--- config.mk ---
export PLATFORM = sky130hd
export DESIGN_NAME = mem_stage
export DESIGN_NICKNAME = d
export VERILOG_FILES = /design/src/rtl/mem_stage.sv
export SDC_FILE = /design/constraint.sdc
export NUM_CORES = 1
export LEC_CHECK = 0
export BUFFER_PORTS_ARGS = -buffer_cell sky130_fd_sc_hd__buf_2
export CORE_MARGIN = 2
export CORE_UTILIZATION = 33
export DETAILED_ROUTE_END_ITERATION = 10
export PLACE_DENSITY = 0.59
export SLEW_MARGIN = 25
export SYNTH_ARGS = -nofsm -noshare
export SYNTH_HDL_FRONTEND = slang
export SYNTH_SLANG_ARGS = --single-unit
--- constraint.sdc ---
create_clock -name clk -period 1.7 [get_ports clk]
set_input_delay 0.17 -clock clk [delete_from_list [all_inputs] [get_ports clk]]
set_output_delay 0.17 -clock clk [all_outputs]
set_load 0.05 [all_outputs]
--- src/rtl/mem_stage.sv ---
`default_nettype none
// ============================================================================
// Module      : mem_stage
// Description : Memory-access pipeline stage.
//
//   This stage sits between EXE and WB. It does the following:
//   - Registers the EXE payload.
//   - Picks up the synchronous data-SRAM read data in the instruction's first
//     MEM cycle.
//   - Extracts and extends byte, half and word loads.
//   - Selects the final writeback value and drives the WB valid/allowin
//     handshake.
//   - Exports the destination, write-enable and result for forwarding and
//     for load-use hazard detection in ID.
//
// Ports:
//   clk             : system clock, posedge
//   reset           : synchronous active-high reset
//   ws_allowin      : WB can accept an instruction this cycle
//   ms_allowin      : MEM can accept an instruction from EXE this cycle
//   es2ms_valid     : EXE presents a valid instruction
//   es2ms_bus       : {pc, alu_result, res_from_mem, dest, gr_we, ld_op}
//   ms2ws_valid     : MEM presents a valid instruction to WB
//   ms2ws_bus       : {pc, final_result, gr_we, dest}
//   data_sram_rdata : SRAM read data, valid only in the first MEM cycle
//   mem_dest        : destination register of the MEM instruction
//   mem_rf_we       : MEM instruction writes the register file
//   mem_fwd_data    : final result, for forwarding
//   mem_is_load     : MEM instruction is a load (load-use stall in ID)
//
// Revision    : 1.0 - initial release
// ============================================================================
module mem_stage #(
    // Both widths are fixed by the bus field layouts below.
    parameter int ES2MS_W = 76,
    parameter int MS2WS_W = 70
) (
    input  logic               clk,
    input  logic               reset,
    input  logic               ws_allowin,
    output logic               ms_allowin,
    input  logic               es2ms_valid,
    input  logic [ES2MS_W-1:0] es2ms_bus,
    output logic               ms2ws_valid,
    output logic [MS2WS_W-1:0] ms2ws_bus,
    input  logic [31:0]        data_sram_rdata,
    output logic [4:0]         mem_dest,
    output logic               mem_rf_we,
    output logic [31:0]        mem_fwd_data,
    output logic               mem_is_load
);

    // Bit positions inside the one-hot ld_op field {ld_w, ld_h, ld_hu, ld_b, ld_bu}
    localparam int C_LD_W  = 4;
    localparam int C_LD_H  = 3;
    localparam int C_LD_HU = 2;
    localparam int C_LD_B  = 1;
    localparam int C_LD_BU = 0;

    // ------------------------------------------------------------------
    // Stage state
    // ------------------------------------------------------------------
    logic        r_ms_valid;
    logic [31:0] r_pc;
    logic [31:0] r_alu_result;
    logic        r_res_from_mem;
    logic [4:0]  r_dest;
    logic        r_gr_we;
    logic [4:0]  r_ld_op;

    // Hold buffer for SRAM read data across WB back-pressure
    logic [31:0] r_rbuf;
    logic        r_rbuf_valid;

    // ------------------------------------------------------------------
    // Combinational signals
    // ------------------------------------------------------------------
    logic        w_ms_ready_go;
    logic        w_es_accept;
    logic [31:0] w_rdata;
    logic [1:0]  w_addr;
    logic [7:0]  w_byte;
    logic [15:0] w_half;
    logic [31:0] w_load_result;
    logic [31:0] w_final_result;

    // ------------------------------------------------------------------
    // Handshake
    // ------------------------------------------------------------------
    // MEM never needs more than one cycle, so it is always ready to leave.
    assign w_ms_ready_go = 1'b1;
    assign ms_allowin    = !r_ms_valid || (w_ms_ready_go && ws_allowin);
    assign ms2ws_valid   = r_ms_valid && w_ms_ready_go;
    assign w_es_accept   = es2ms_valid && ms_allowin;

    always_ff @(posedge clk) begin
        if (reset) begin
            r_ms_valid <= 1'b0;
        end else if (ms_allowin) begin
            r_ms_valid <= es2ms_valid;
        end
    end

    // The payload only moves on a real transfer, so the bus holds its last
    // value while the stage is empty or stalled.
    always_ff @(posedge clk) begin
        if (reset) begin
            r_pc           <= 32'd0;
            r_alu_result   <= 32'd0;
            r_res_from_mem <= 1'b0;
            r_dest         <= 5'd0;
            r_gr_we        <= 1'b0;
            r_ld_op        <= 5'd0;
        end else if (w_es_accept) begin
            r_pc           <= es2ms_bus[75:44];
            r_alu_result   <= es2ms_bus[43:12];
            r_res_from_mem <= es2ms_bus[11];
            r_dest         <= es2ms_bus[10:6];
            r_gr_we        <= es2ms_bus[5];
            r_ld_op        <= es2ms_bus[4:0];
        end
    end

    // ------------------------------------------------------------------
    // Read-data hold buffer
    // ------------------------------------------------------------------
    // The SRAM only returns the data in the first MEM cycle. If WB stalls
    // that cycle, the data is captured here and used for the rest of the
    // stall. The buffer clears as soon as WB accepts. Because capture needs
    // !ws_allowin, clear and capture can never fire together.
    always_ff @(posedge clk) begin
        if (reset) begin
            r_rbuf       <= 32'd0;
            r_rbuf_valid <= 1'b0;
        end else if (ws_allowin) begin
            r_rbuf_valid <= 1'b0;
        end else if (r_ms_valid && !r_rbuf_valid) begin
            r_rbuf       <= data_sram_rdata;
            r_rbuf_valid <= 1'b1;
        end
    end

    assign w_rdata = r_rbuf_valid ? r_rbuf : data_sram_rdata;

    // ------------------------------------------------------------------
    // Load extraction
    // ------------------------------------------------------------------
    assign w_addr = r_alu_result[1:0];

    always_comb begin
        w_byte = w_rdata[7:0];
        case (w_addr)
            2'd0:    w_byte = w_rdata[7:0];
            2'd1:    w_byte = w_rdata[15:8];
            2'd2:    w_byte = w_rdata[23:16];
            default: w_byte = w_rdata[31:24];
        endcase
    end

    // Halfword selection ignores addr[0]; misalignment is not trapped here.
    assign w_half = w_addr[1] ? w_rdata[31:16] : w_rdata[15:0];

    always_comb begin
        w_load_result = w_rdata;
        if (r_ld_op[C_LD_W]) begin
            w_load_result = w_rdata;
        end else if (r_ld_op[C_LD_H]) begin
            w_load_result = {{16{w_half[15]}}, w_half};
        end else if (r_ld_op[C_LD_HU]) begin
            w_load_result = {16'd0, w_half};
        end else if (r_ld_op[C_LD_B]) begin
            w_load_result = {{24{w_byte[7]}}, w_byte};
        end else if (r_ld_op[C_LD_BU]) begin
            w_load_result = {24'd0, w_byte};
        end
    end

    assign w_final_result = r_res_from_mem ? w_load_result : r_alu_result;

    // ------------------------------------------------------------------
    // Outputs
    // ------------------------------------------------------------------
    assign ms2ws_bus    = {r_pc, w_final_result, r_gr_we, r_dest};

    assign mem_dest     = r_dest;
    assign mem_rf_we    = r_ms_valid && r_gr_we;
    assign mem_fwd_data = w_final_result;
    assign mem_is_load  = r_ms_valid && r_res_from_mem;

endmodule
`default_nettype wire

======== Yosys cells after proc, flatten, opt, wreduce, memory -nomap -nowiden ========
Index checks and enable logic that the tools add are counted.
storage, ports and cells
  memories kept ........................... 0
  bits in writable memories ............... 0
  latch bits .............................. 0
  bits in registers ....................... 110
  bits of input ports ..................... 112
  logic and storage cells ................. 31
  memory bits (read-only) ................. 0
  output and inout bits ................... 111
cells by class
  mux-type cells .......................... 9
  $mul .................................... 0
  div/mod/pow operators ................... 0
  reduce and logical (&&, ||, !) cells .... 10
  $lt $le $gt $ge ......................... 0
  bitwise logic cells ..................... 1
  equality and inequality tests ........... 2
  $add $sub $neg .......................... 0
  shifts and indexed selects .............. 0
operators by type and width
  operator              number
  $mux W32              7
  $pmux W8 S3           1
  $mux W16              1
  $logic_and A1 B1 Y1   4
  $eq A2 B1 Y1 const B  1
  $eq A2 B2 Y1 const B  1
  $logic_not A1 Y1      2
  $logic_not A2 Y1      1
  $reduce_and A2 Y1     1
  $reduce_or A2 Y1      1
  $logic_or A1 B1 Y1    1
  $not A1 Y1            1

======== Logic depth before layout (Yosys ltp) ========
Gate-level depths: netlist of run 1.
  depth in word-level cells ............... 8
  mapped depth ............................ 8
  mapped depth without buffers ............ 4

======== Worst setup path before layout of run 1 ========
Ideal clock, no wire load.
  path kind ............................... flip-flop to output port
  from .................................... register r_alu_result[1]
  to ...................................... output ms2ws_bus[13]
  cell stages (with the launch flop) ...... 8
  setup slack ............................. -1208 ps
  buffers on the path ..................... 3
  arrival time ............................ 2738 ps
  data required time ...................... 1530 ps
  cells stage by stage .................... dfxtp_1 -> buf_6 -> buf_8 -> mux2i_2 -> a22oi_4 -> a31oi_1 -> o32ai_1 -> buf_4
between the ends
  word-level cells in the longest chain between the ends .. 8
  elaborated cells on any way between the ends .. 11
  those cells by class .................... eq/ne: 2; mux: 8; reduce/logical: 1
RTL lines
  element                                     line  RTL
  start: declaration                          65    logic [31:0] r_alu_result;
  start signal: assignment                    116   r_alu_result <= es2ms_bus[43:12];
  $eq A2 B2 Y1, or another cell as far along  152   case (w_addr)
  $pmux W8 S3                                 152
  $mux W32                                    173   end else if (r_ld_op[C_LD_BU]) begin
  $mux W32                                    171   end else if (r_ld_op[C_LD_B]) begin
  $mux W32                                    169   end else if (r_ld_op[C_LD_HU]) begin
  $mux W32 (*)                                167   end else if (r_ld_op[C_LD_H]) begin
  $mux W32 (*)                                165   if (r_ld_op[C_LD_W]) begin
  $mux W32 (*)                                178   assign w_final_result = r_res_from_mem ? w_load_result : r_alu_result;
  end: declaration                            45    output logic [MS2WS_W-1:0] ms2ws_bus,
Mark *: on every way between the ends. The rest lies on a longest branch, timed or not.

======== Worst setup path in the final report of run 1 ========
  from .................................... register r_alu_result[1]
  to ...................................... output ms2ws_bus[27]
between the ends
  word-level cells in the longest chain between the ends .. 7
  elaborated cells on any way between the ends .. 10
  those cells by class .................... eq/ne: 2; mux: 7; reduce/logical: 1
RTL lines
  element                                     line
  $eq A2 B2 Y1, or another cell as far along  152
  $pmux W8 S3                                 152
  $mux W32                                    171
  $mux W32                                    169
  $mux W32 (*)                                167
  $mux W32 (*)                                165
  $mux W32 (*)                                178
Marked as above.

==> flow_summary_export.csv, run 1 <==
group,metric,value,unit
setup_path,reg2reg_to,"r_rbuf[0]",
pwr,vdd_ir_drop_max,0.748,mV
setup_path,r2r_start,"r_rbuf_valid",
placement,placement.io_buffers,222,
finish,final_util,0.521,
logic_synthesis,synth_top_family_by_area,"compound AO/OA/AOI/OAI gates",
grt,grt_first_pass_wirelength,30000,microns
logic_synthesis,synth.ff_latch_count,110,
finish,syn_to_final_growth,53.5,%
routing,routedWlPerCell,16.3,microns
routing,detail_route.first_pass.iterations,4,
placement,place.detailed.hpwl,14100,microns
floorplanning,fp-row-count,47,
hold_path,hold_path_depth,2,
sta,fin_crit_sh,1.37,
sta,slew_viol_final,0,
finish,final.fill_count,1625,
finish,design_area,8660,sq um
routing,antenna_violation_net_count_after_detailed_routing,0,
clock_tree,clkSinkCount,110,
grt,antenna_violations_before_repair,1,
placement,gp_congestion,0.855,
logic_synthesis,synth.yosys.seq_area_share,0.390,
clock_tree,bufs_on_longest_clock_path,2,
clock_tree,cts-htree-levels,3,
finish,finish.net_count,1062,
sta,fmaxAchievable,0.429,GHz
floorplanning,core,16600,sq um
sta,maxSlewHeadroom,0.670,
floorplanning,ioPinCount,223,
setup_path,worst_r2r_path_depth,5,
flow_run,maxCapViolations,0,
routing,drt_wl_total,19200,microns
clock_tree,clk_pin_slew_worst_paths,0.08,ns
grt,gr-total-overflow,0,
routing,wl_met3,1050,microns
routing,num_vias,5834,
sta,clock-skew-final,0.00724,ns
sta,max_slew.worst_pin.slew,0.495,ns
floorplanning,die-height,135,microns
sta,post-route-min-period,2.33,ns
setup_path,path_cells,"buf_4, nor2b_4, a22oi_2, buf_6, nand4_4, buf_12, a31oi_4, buf_4",
sta,layout_setup_ws,-0.634,ns
logic_synthesis,synth.net_count,832,
floorplanning,design.die.area,18200,sq um
routing,wl_met2,9420,microns
setup_path,setup.worst_path.start_class,"flip-flop",
logic_synthesis,post_synth_inst_count,720,
sta,grt_setup_unrepaired,"yes",
sta,final_setup_violating_endpoints,64,
routing,route.layer.met1.wl,8340,microns
setup_path,timing.critical_path.to_type,"output pin",
clock_tree,numCtsBuffers,9,
logic_synthesis,average_size_of_a_mapped_cell,7.84,sq um
floorplanning,die_width,135,microns
logic_synthesis,post-synth-top-area-fraction,0.390,
clock_tree,clk_latency,0.36,ns
routing,drtIter0Drc,296,
setup_path,worst_ep_required_time,1.53,ns
clock_tree,root_buffer,"sky130_fd_sc_hd__clkbuf_16",
logic_synthesis,post_synth_xor_area_fraction,0,
logic_synthesis,synth_compound_area_frac,0.214,
setup_path,regToRegSetupSlack,0.28,ns
setup_path,crit_path_frequent_cell,"sky130_fd_sc_hd__buf_4",
clock_tree,ctsHoldBuffers,0,
setup_path,worst_ep_arrival_time,2.16,ns
floorplanning,start_util,0.339,
grt,globalRouteTotalUtil,0.210,
setup_path,critical_path_class,"reg2out",
grt,pin_count_of_the_biggest_net_entering_global_routing,49,
logic_synthesis,synth_simple_gate_area_frac,0.200,
pwr,power-per-cell-area,873,nW/um^2
logic_synthesis,yosysWarnings,0,
logic_synthesis,synthesis.area,5640,sq um
finish,drive_above_1_share,0.458,
logic_synthesis,synth-edff-count,0,
logic_synthesis,share_of_synthesized_cell_area_in_full_adder_half_adder_and_majority_cells,0,
logic_synthesis,async_flop_share,0,
clock_tree,tritoncts,"done",
logic_synthesis,synth_top_cell_by_area,"sky130_fd_sc_hd__dfxtp_1",
logic_synthesis,synthDistinctLibCells,43,
logic_synthesis,ys.flop_type,"sky130_fd_sc_hd__dfxtp_1",
pwr,leakage,3.57,nW
outcome,violations,"negative setup slack",
setup_path,cp_slowest_stage_delay,0.36,ns
routing,drt_drc_violations_left,0,
outcome,status,"finished with violations",
routing,highest_layer,"met4",
setup_path,timing.critical_path.slowest_stage_cell,"sky130_fd_sc_hd__dfxtp_4",
logic_synthesis,multiplexer_share_of_the_synthesized_area,0.0938,
finish,final_cell_mix,"sky130_fd_sc_hd__nand2_1, sky130_fd_sc_hd__buf_2, sky130_fd_sc_hd__a21oi_1, sky130_fd_sc_hd__dfxtp_1, sky130_fd_sc_hd__buf_4",
sta,hold_violations,0,
pwr,total_power,7.56,mW
finish,layout_commonest_cell,"sky130_fd_sc_hd__nand2_1",
placement,placed_area,7770,sq um
hold_path,hold_path_startpoint,"ws_allowin",
hold_path,worst_hold_path_type,"in2reg",
logic_synthesis,netlist_top_cells_area,"sky130_fd_sc_hd__dfxtp_1, sky130_fd_sc_hd__nand2_1, sky130_fd_sc_hd__a21oi_1",
setup_path,cp_max_fo,16,
grt,grt_pass1_vias,5617,
hold_path,worstHoldEndpoint,"r_rbuf_valid",
routing,avgViaCountPerCell,4.96,
[worst max-delay path: cells and delay by family (launching register included)]
family	cells	cell delay (ns)
AOI/OAI and AO/OA	2	0.42
buffers and inverters	4	0.74
DFF	1	0.36
and+or+nand+nor	2	0.24
[area by class of cell]
| class | count | area (sq um) | area share |
|---|---|---|---|
| multi-input cells | 511 | 3520 | 0.406 |
| flip-flops and latches | 110 | 2210 | 0.256 |
| clock inverters | 5 | 33.8 | 0.00390 |
| clock buffers | 11 | 243 | 0.0280 |
| diodes | 1 | 2.50 | 0.000289 |
| inverters | 5 | 18.8 | 0.00217 |
| repair buffers | 313 | 2360 | 0.272 |
| well taps | 220 | 275 | 0.0318 |
[registers in the layout, indices dropped and copies added (netlist names)]
signal and count:
r_rbuf 32, r_rbuf_valid 1, r_res_from_mem 1, ms2ws_valid 1, r_pc 32, mem_dest 5
r_gr_we 1, r_ld_op 5, r_alu_result 32
[routing by layer]
metal,vias up,track usage
li1,2908,-
met1,2741,0.275
met2,162,0.348
met3,23,0.0432
met4,0,0.0655
met5,-,0
[cell usage after synthesis, types with 5 or more instances]
| master | count |
|---|---|
| sky130_fd_sc_hd__o22ai_1 | 23 |
| sky130_fd_sc_hd__clkbuf_1 | 32 |
| sky130_fd_sc_hd__mux2i_1 | 11 |
| sky130_fd_sc_hd__nor2b_1 | 5 |
| sky130_fd_sc_hd__dfxtp_1 | 110 |
| sky130_fd_sc_hd__a22oi_1 | 12 |
| sky130_fd_sc_hd__nand2_1 | 239 |
| sky130_fd_sc_hd__inv_1 | 5 |
| sky130_fd_sc_hd__a21oi_1 | 118 |
| sky130_fd_sc_hd__a31oi_1 | 12 |
| sky130_fd_sc_hd__a31oi_2 | 6 |
| sky130_fd_sc_hd__mux4_2 | 6 |
| sky130_fd_sc_hd__buf_2 | 13 |
| sky130_fd_sc_hd__mux2_2 | 24 |
| sky130_fd_sc_hd__nor2_1 | 7 |
| sky130_fd_sc_hd__buf_4 | 41 |
[through the flow]
stage | worst slack (ns) | hold WS (ns) | TNS, ns | cells
floorplan | -0.550 | 0.249 | -20.46 | 720
global placement | -0.367 | 0.401 | -18.42 | 1152
detailed placement | -0.389 | 0.398 | -19.83 | 1152
CTS | -0.652 | 0.0112 | -37.95 | 1174
global route | -0.697 | 0.0209 | -41.10 | 1176
finish | -0.634 | 0.0221 | -36.87 | 1176
[worst max path at each step]
stage / endpoint / start / slack (ns) / cells after the start
3_3_place_gp: mem_fwd_data[3] / r_alu_result[1] / -0.37 / 6
6_report: ms2ws_bus[27] / r_alu_result[1] / -0.63 / 8
2_1_floorplan: ms2ws_bus[26] / r_rbuf_valid / -0.55 / 7
3_5_place_dp: mem_fwd_data[3] / r_alu_result[1] / -0.39 / 6
5_1_grt: ms2ws_bus[9] / r_alu_result[1] / -0.70 / 6
4_1_cts: mem_fwd_data[3] / r_alu_result[1] / -0.65 / 6
[what timing repair did]
item | 4_1_cts | 5_1_grt
resized for setup | 123 | 36
pin swaps | 11 | 10
setup buffers | 7 | 1
setup endpoints to repair | 65 | 69
[cell families after synthesis]
| group | count (synthesis) |
|---|---|
| DFF | 110 |
| muxes | 42 |
| buffers and inverters | 99 |
| and+or+nand+nor | 274 |
| AOI/OAI and AO/OA | 195 |
[power breakdown]
group          switching, mW  internal (mW)
registers             0.0899           2.71
clock network           1.01           1.04
logic                   1.70           1.02
(Power assumes the default switching activity.)
==> run 2, diff against run 1 <==
- MAX_ROUTING_LAYER: default -> met4
==> run 2 against run 1 <==
Net effect:
- the run still ends with negative setup slack left
- cell area unchanged
- global-route usage increased by 0.61 points
- flip-flop and latch count unchanged
- largest power group unchanged
- routed wire length increased by 0.30%
- clock power about the same
- largest cell class unchanged
- register-to-register slack about the same
- fmax decreased by 0.22%
- worst setup slack got worse by 0.0051 ns
- utilization unchanged
- cell count unchanged
- via count increased by 0.75%
==> flow_summary_export.csv, run 2 (synthesis gave the netlist of run 1 again) <==
group,metric,value,unit
outcome,status,"finished with violations",
outcome,violations,"negative setup slack",
clock_tree,tritoncts,"done",
setup_path,crit_path_frequent_cell,"sky130_fd_sc_hd__buf_4",
floorplanning,design.die.area,18200,sq um
hold_path,hold_path_startpoint,"ws_allowin",
grt,globalRouteMet2Util,0.348,
clock_tree,clkSinkCount,110,
setup_path,regToRegSetupSlack,0.28,ns
setup_path,worst_r2r_path_depth,5,
sta,max_slew.worst_pin.slew,0.500,ns
routing,drt_wl_total,19200,microns
routing,drtIter0Drc,288,
routing,routedWlPerCell,16.4,microns
finish,drive_above_1_share,0.458,
routing,drt_drc_violations_left,0,
setup_path,path_cells,"buf_4, nor2b_4, a22oi_2, buf_6, nand4_4, buf_12, a31oi_4, buf_4",
setup_path,setup.worst_path.start_class,"flip-flop",
finish,final.fill_count,1625,
finish,syn_to_final_growth,53.5,%
flow_run,maxCapViolations,0,
sta,final_setup_violating_endpoints,64,
finish,final_cell_mix,"sky130_fd_sc_hd__nand2_1, sky130_fd_sc_hd__buf_2, sky130_fd_sc_hd__a21oi_1, sky130_fd_sc_hd__dfxtp_1, sky130_fd_sc_hd__buf_4",
setup_path,timing.critical_path.slowest_stage_cell,"sky130_fd_sc_hd__dfxtp_4",
grt,grt_pass1_vias,5610,
placement,gp_congestion,0.868,
setup_path,critical-path-top-delay-family,"buffers and inverters",
grt,grt.busiest_layer,"met2",
clock_tree,numCtsBuffers,9,
setup_path,cp_max_fo,16,
finish,finish.net_count,1062,
setup_path,timing.critical_path.to_type,"output pin",
pwr,vdd_ir_drop_max,0.749,mV
setup_path,critical_path_class,"reg2out",
routing,detail_route.first_pass.iterations,4,
setup_path,crit_path_start,"r_alu_result[1]",
sta,clock-skew-final,0.00731,ns
clock_tree,root_buffer,"sky130_fd_sc_hd__clkbuf_16",
placement,placement.io_buffers,222,
setup_path,path_depth,8,
setup_path,reg2reg_to,"r_rbuf[8]",
finish,design_area,8660,sq um
placement,pre_cts_slack,-0.389,ns
floorplanning,core,16600,sq um
sta,slew_viol_final,0,
grt,global_route.usage.met3,0.0387,
sta,fmaxAchievable,0.428,GHz
hold_path,worst_hold_path_type,"in2reg",
placement,placed_area,7770,sq um
grt,globalRouteTotalUtil,0.216,
clock_tree,cts-htree-levels,3,
clock_tree,bufs_on_longest_clock_path,2,
sta,grt_setup_unrepaired,"yes",
placement,place.detailed.hpwl,14100,microns
sta,hold_violations,0,
hold_path,worstHoldEndpoint,"r_rbuf_valid",
floorplanning,fp-row-count,47,
pwr,power-per-cell-area,873,nW/um^2
floorplanning,start_util,0.339,
setup_path,cp_slowest_stage_delay,0.36,ns
sta,fin_crit_sh,1.38,
setup_path,cp.buffers_inverters,4,
grt,pin_count_of_the_biggest_net_entering_global_routing,49,
grt,grt_first_pass_wirelength,30000,microns
pwr,total_power,7.56,mW
routing,num_vias,5878,
grt,met1_usage,0.277,
floorplanning,die_width,135,microns
grt,antenna_violations_before_repair,1,
routing,antenna_violation_net_count_after_detailed_routing,0,
sta,total_negative_setup_slack,-37.03,ns
pwr,leakage,3.57,nW
finish,layout_commonest_cell,"sky130_fd_sc_hd__nand2_1",
sta,maxSlewHeadroom,0.667,
sta,post-route-min-period,2.34,ns
grt,gr-total-overflow,0,
floorplanning,die-height,135,microns
floorplanning,ioPinCount,223,
clock_tree,clk_latency,0.36,ns
finish,biggestRegsByFlops,"r_alu_result (32), r_pc (32), r_rbuf (32)",
setup_path,worst_ep_required_time,1.53,ns
setup_path,r2r_start,"r_rbuf_valid",
hold_path,hold_path_depth,2,
clock_tree,ctsHoldBuffers,0,
sta,layout_setup_ws,-0.639,ns
setup_path,worst_ep_arrival_time,2.17,ns
clock_tree,clk_pin_slew_worst_paths,0.08,ns
routing,avgViaCountPerCell,5.00,
run 2: repair_timing:
item | CTS | global route
pin swaps | 11 | 10
setup buffers | 7 | 1
gates resized for setup | 123 | 36
setup endpoints to repair | 65 | 69
run 2: power by group:
part / internal, mW / switching [mW] / leakage, nW / total (mW)
logic: 1.02 / 1.71 / 2.53 / 2.72
registers: 2.71 / 0.0904 / 0.905 / 2.80
clock network: 1.04 / 1.01 / 0.132 / 2.04
total: 4.76 / 2.80 / 3.57 / 7.56
run 2: area by class of cell:
class                      instances  area (sq um)  area share
clock buffer                      11           243      0.0280
inverter                           5          18.8     0.00217
multi-input combinational        511          3520       0.406
clock inverter                     5          33.8     0.00390
tap                              220           275      0.0318
timing repair buffer             313          2360       0.272
antenna                            1          2.50    0.000289
sequential                       110          2210       0.256
run 2: worst max-delay path by stage:
stage                                 end  slack (ns)
final                       ms2ws_bus[27]       -0.64
after global routing         ms2ws_bus[9]       -0.70
after CTS                 mem_fwd_data[3]       -0.65
after detailed placement  mem_fwd_data[3]       -0.39
after global placement    mem_fwd_data[3]       -0.37
after floorplan             ms2ws_bus[26]       -0.55
run 2: per-stage QoR:
step | cells | util | hold slack [ns]
final | 1176 | 0.521 | 0.0291
after global routing | 1176 | 0.521 | 0.0209
after CTS | 1174 | 0.512 | 0.0112
after detailed placement | 1152 | 0.467 | 0.398
after global placement | 1152 | 0.467 | 0.401
after floorplan | 720 | - | 0.249
run 2: routing by layer:
layer	vias to the layer above	routed length [microns]
li1	2911	-
met1	2774	8420
met2	171	9490
met3	22	978
met4	0	332
met5	-	0
